$ cat config.mk
export PLATFORM = sky130hd
export DESIGN_NAME = vsm_result_serializer
export DESIGN_NICKNAME = d
export VERILOG_FILES = /design/src/rtl/vsm_result_serializer.sv
export SDC_FILE = /design/constraint.sdc
export NUM_CORES = 1
export LEC_CHECK = 0
export CORE_MARGIN = 2
export CORE_UTILIZATION = 50
export DETAILED_ROUTE_END_ITERATION = 16
export PLACE_DENSITY = 0.79
export SETUP_SLACK_MARGIN = 0.4
export SYNTH_ARGS = -nofsm -noshare
export SYNTH_HDL_FRONTEND = slang
export SYNTH_SLANG_ARGS = --single-unit
$ cat constraint.sdc
create_clock -name clk -period 2.33 [get_ports clk]
set_input_delay 0.466 -clock clk [delete_from_list [all_inputs] [get_ports clk]]
set_output_delay 0.466 -clock clk [all_outputs]
set_load 0.1 [all_outputs]
$ cat src/rtl/vsm_result_serializer.sv
// Serializes a SIZE-lane vector-scaler result one lane per handshake.
// Define VSM_SERIALIZER_OVERLAP_EN to accept next-vector beats during SEND.
module vsm_result_serializer #(
    parameter int SIZE          = 6,
    parameter int WIDTH         = 8,
    parameter int ACCUMULATIONS = 3
) (
    input  logic                    clk,
    input  logic                    reset,
    input  logic                    in_valid,
    output logic                    in_ready,
    input  logic [WIDTH*SIZE-1:0]   vec_in,
    output logic                    acc_clear,
    output logic [WIDTH-1:0]        out_data,
    output logic                    out_valid,
    input  logic                    out_ready,
    output logic                    out_last
);

    localparam int SW = (ACCUMULATIONS > 1) ? $clog2(ACCUMULATIONS) : 1;
    localparam int LW = (SIZE > 1) ? $clog2(SIZE) : 1;

    typedef enum logic [1:0] {
        COUNT   = 2'd0,
        CAPTURE = 2'd1,
        SEND    = 2'd2
    } state_t;

    state_t                       state_q, state_d;
    logic [SW-1:0]                step_q, step_d;
    logic [LW-1:0]                lane_q, lane_d;
    logic [SIZE-1:0][WIDTH-1:0]   shadow_q, shadow_d;

    logic step_last;
    logic lane_last;

    assign step_last = (step_q == SW'(ACCUMULATIONS - 1));
    assign lane_last = (lane_q == LW'(SIZE - 1));

    always_ff @(posedge clk or posedge reset) begin
        if (reset) begin
            state_q  <= COUNT;
            step_q   <= '0;
            lane_q   <= '0;
            shadow_q <= '0;
        end else begin
            state_q  <= state_d;
            step_q   <= step_d;
            lane_q   <= lane_d;
            shadow_q <= shadow_d;
        end
    end

    always_comb begin
        state_d   = state_q;
        step_d    = step_q;
        lane_d    = lane_q;
        shadow_d  = shadow_q;
        in_ready  = 1'b0;
        acc_clear = 1'b0;
        out_valid = 1'b0;
        out_last  = 1'b0;
        out_data  = '0;
        unique case (state_q)
            COUNT: begin
                in_ready = 1'b1;
                if (in_valid) begin
                    if (step_last) begin
                        step_d  = '0;
                        state_d = CAPTURE;
                    end else begin
                        step_d = step_q + SW'(1);
                    end
                end
            end
            CAPTURE: begin
                shadow_d  = vec_in;
                acc_clear = 1'b1;
                lane_d    = '0;
                state_d   = SEND;
            end
            SEND: begin
                out_valid = 1'b1;
                out_data  = shadow_q[lane_q];
                out_last  = lane_last;
`ifdef VSM_SERIALIZER_OVERLAP_EN
                // The final beat of the next vector must wait for COUNT.
                in_ready = !step_last;
                if (in_valid && !step_last) begin
                    step_d = step_q + SW'(1);
                end
`endif
                if (out_ready) begin
                    if (lane_last) begin
                        lane_d  = '0;
                        state_d = COUNT;
                    end else begin
                        lane_d = lane_q + LW'(1);
                    end
                end
            end
            default: begin
                state_d = COUNT;
            end
        endcase
    end

endmodule

Yosys cells after proc, flatten, opt, wreduce, memory -nomap -nowiden
Cells that the tools add are included.
- output and inout bits: 12
- logic and storage cells: 41
- input bits: 52
- register bits: 55
- add/subtract/negate cells: 2
- $lt $le $gt $ge: 1
- reductions and logical operators: 5
- multiplexer cells: 16
- equal/unequal tests: 8
- operators with widths (kind ; number):
    $bmux W8 S3 ; 1
    $mux W8 ; 2
    $mux W2 ; 5
    $ne A2 B2 Y1 const B ; 4
    $mux W3 ; 2
    $pmux W2 S3 ; 1
    $pmux W3 S2 ; 1
    $eq A2 B2 Y1 const B ; 2
    $lt A3 B4 Y1 const B ; 1
    $mux W1 ; 4
    $reduce_and A2 Y1 ; 2
    $reduce_and A4 Y1 ; 1
    $add A3 B1 Y3 const B ; 1
    $eq A3 B3 Y1 const B ; 1
    $add A2 B1 Y2 const B ; 1
    $eq A2 B1 Y1 const B ; 1
    $logic_not A2 Y1 ; 1
    $reduce_bool A2 Y1 ; 1

Depth between registers and ports, before layout
- depth in word-level cells: 4
- mapped depth: 5
- depth with buffers taken out: 3

Worst setup path before layout
Ideal clock, no wire load.
- path kind: flip-flop to output port
- start point: reg state_q[0]
- end point: out out_data[5]
- data required time: 1864 ps
- setup slack: -1066 ps
- arrival time: 2930 ps
- stages on the path, launching flop included: 5
- buffers on the path: 1
- path through: dfrtp_1 buf_2 nor2b_4 nand3b_4 o221ai_1
- longest elaborated chain between the ends: 2
- RTL lines (what ; RTL line ; text):
    start: declaration ; 29 ; state_t state_q, state_d;
    start signal: assignment ; 47 ; state_q <= state_d;
    $eq A2 B2 Y1 ; 64 ; unique case (state_q)
    $mux W8 ; 64 ;
    end: declaration ; 14 ; output logic [WIDTH-1:0] out_data,
Every way passes these cells.

Worst setup path after layout
- start point: reg state_q[0]
- end point: out out_data[1]
The elaborated chain is that of the path after synthesis.

==> reports/results.ini <==
[timing]
setup_slack_ns = 0.202
finClkSkew_ns = 0.00881
period_minus_slack_ns = 2.13
rsz0062_at_grt = yes
post-route-period-util = 0.914
slew_violations = 0
worst_pin_slew_ns = 0.446
report.final.hold_viol_count = 0
final-setup-viol-count = 0
max_slew_margin = 0.703
max_freq_mhz = 470

[setup_path]
cp_cell_sequence = nor2b_4, nand3b_4, buf_12, o221ai_4, buf_12
worstPathRequired_ns = 1.86
slowest_stage = dfrtp_2
crit_type = flop to output port
cpPeakStageDelay_ns = 0.46
crit_fanout = 6
cp-end-kind = output port
startpoint_type = flop
critical_path.most_common_cell = buf_12
arrival_ns = 1.66

[detailed_routing]
vias_per_cell = 5.27
drt_first_iter_violations = 105
antenna_left = 0
detail_route.drc_violations = 0
firstDrtPassIters = 4
routed_wl_um = 5740
post_drt_wl_per_cell_um = 17.1
vias = 1771

[cts]
clk_pin_slew_ns = 0.10
root_buffer = clkbuf_8
htree_levels = 2
clkSinkCount = 55
clockBufferDepth = 2
cts_tree = done
clock_latency_ns = 0.30
cts_inserted_buffers = 5

[yosys]
postSynthAreaPerCell_um2 = 15.3
yosys_register_bits = 55
ys_seq_area_frac = 0.485
syn_area_um2 = 2840
ys_types = 27
synthCells = 185
syn_nets = 237
ys_warn_count = 0

[die]
core_area_um2 = 5510
die-area_um2 = 6290
die_height_um = 79.3
num_io_pins = 64
rows = 27
start_util = 0.515
dieWidth_um = 79.3

[place]
post-place-ws_ns = 0.243
place_hpwl_um = 4160
io_buffer_count = 63
gp_congestion = 0.751

[pwr]
p_leak_nw = 1.74
power.density_nw_per_um2 = 1360
power_switching_w = 0.00217
p_int_w = 0.00327
pwr-share-clk = 0.101
p_comb_frac = 0.585
vdd_ir_drop_max_mv = 0.970
p_seq_frac = 0.314
p_sw_frac = 0.399

[final_layout]
finalNetCount = 315
syn2layout_area_growth_pct = 40.9
nFillCells = 360
insertedDiodeCount = 0
drive_gt1_frac = 0.447
final_util = 0.726

[run_status]
outcome = completed

[run]
max_cap_violations = 0

[min_path]
hold_class = primary input to async pin

[grt]
overflow = 0
grt_max_degree = 38
grt_pass1_wl_um = 9470
grt_usage = 0.197
grt_pass1_vias = 1875
antenna_found_initial = 0

sequential cells by signal, indices dropped and copies added (netlist names):
name,cells
lane_q,3
shadow_q,48
state_q,2
step_q,2
per-layer routing:
metal | track usage | part of all wire | up-vias
met5 | 0 | 0 | -
met1 | 0.269 | 0.44 | 891
li1 | - | - | 828
met2 | 0.325 | 0.51 | 47
met3 | 0.0455 | 0.047 | 5
met4 | 0.0362 | 0.0082 | 0
timing repair:
item | 4_1_cts | 5_1_grt
hold buffers | 0 | 0
buffers inserted | 10 | 2
resized for setup | 5 | 3
pin swaps | 2 | 0
setup endpoints to repair | 9 | 9
cells by family after synthesis:
| group | after synthesis | share of synthesized area |
|---|---|---|
| mux | 73 | 0.346 |
| flops | 55 | 0.485 |
| buf+inv | 15 | 0.0538 |
| simple gates | 24 | 0.0675 |
| compound gates | 18 | 0.0481 |
final cells by class:
class	count	area [um^2]	area share
Clock buffer	6	82.6	0.0207
Clock inverter	2	16.3	0.00407
Inverter	3	11.3	0.00282
Multi-Input combinational cell	115	1470	0.367
Sequential cell	55	1380	0.345
Tap cell	72	90.1	0.0225
Timing Repair Buffer	83	950	0.238
cells in the final DEF (no fill, tap or decap), types with 2 or more instances in the layout:
cell	instances
o221ai_4	8
nand3b_4	2
nor3b_1	3
buf_6	3
mux2i_1	16
mux2_4	48
clkbuf_8	6
buf_12	15
nor2b_4	2
clkdlybuf4s50_1	51
a21o_1	3
dfrtp_2	3
inv_1	2
dfrtp_1	52
buf_4	14
nand2_1	9
mux2_2	8
o21ai_0	2
worst paths after layout:
check | start | end | slack [ns] | cells past startpoint
setup / recovery | state_q[0] | out_data[1] | 0.20 | 5
hold / removal | reset | lane_q[2] | 0.48 | 2
setup reg to reg | state_q[0] | shadow_q[26] | 0.66 | 4
hold reg to reg | step_q[0] | state_q[0] | 0.48 | 1
max in group asynchronous | reset | state_q[0] | 1.30 | 3
min in group clk | step_q[0] | state_q[0] | 0.48 | 1
critical path, delay by kind of cell (launching register included):
| kind | cells | cell delay (ns) |
|---|---|---|
| DFF | 1 | 0.46 |
| buffers and inverters | 2 | 0.37 |
| AOI/OAI and AO/OA | 1 | 0.20 |
| and+or+nand+nor | 2 | 0.33 |
Yosys cell counts:
library cell / number / share of area
buf_12: 5 / 0.035
nand2_1: 10 / 0.013
dfrtp_1: 55 / 0.49
mux2_2: 8 / 0.032
a31oi_1: 1 / 0.0022
nor4b_4: 1 / 0.0084
buf_2: 6 / 0.011
nor2b_2: 1 / 0.0031
a21o_1: 3 / 0.0079
nand3b_4: 2 / 0.014
o221ai_1: 8 / 0.025
o21bai_1: 1 / 0.0026
mux2_4: 48 / 0.25
mux2i_1: 17 / 0.060
a21oi_1: 1 / 0.0018
o21ai_0: 2 / 0.0035
nand4b_1: 1 / 0.0031
buf_6: 1 / 0.0040
a211oi_1: 1 / 0.0026
a22oi_1: 1 / 0.0026
nor2b_4: 1 / 0.0048
nor3b_1: 3 / 0.0079
nor2_1: 2 / 0.0026
nor3_1: 1 / 0.0018
or3b_4: 1 / 0.0040
inv_1: 3 / 0.0040
and4bb_2: 1 / 0.0044
power by group through the flow:
stage	logic (W)	registers, W	clock network (W)
floorplan	0.00236	0.00161	0
global placement	0.00299	0.00171	0
detailed placement	0.00304	0.00172	0
CTS	0.00317	0.00171	0.000564
global route	0.00332	0.00177	0.000612
finish	0.00318	0.00171	0.000550
metrics by stage:
step / hold slack, ns / instance area, um^2 / power, W / setup TNS [ns] / instances
after floorplan: 0.444 / 2990 / 0.00397 / -2.03 / 185
after global placement: 0.466 / 3760 / 0.00469 / 0 / 316
after detailed placement: 0.473 / 3760 / 0.00476 / 0 / 316
after CTS: 0.477 / 3980 / 0.00544 / 0 / 334
after global routing: 0.503 / 4000 / 0.00570 / 0 / 336
final: 0.476 / 4000 / 0.00544 / 0 / 336
No activity file was read; power rests on OpenSTA's default activity.
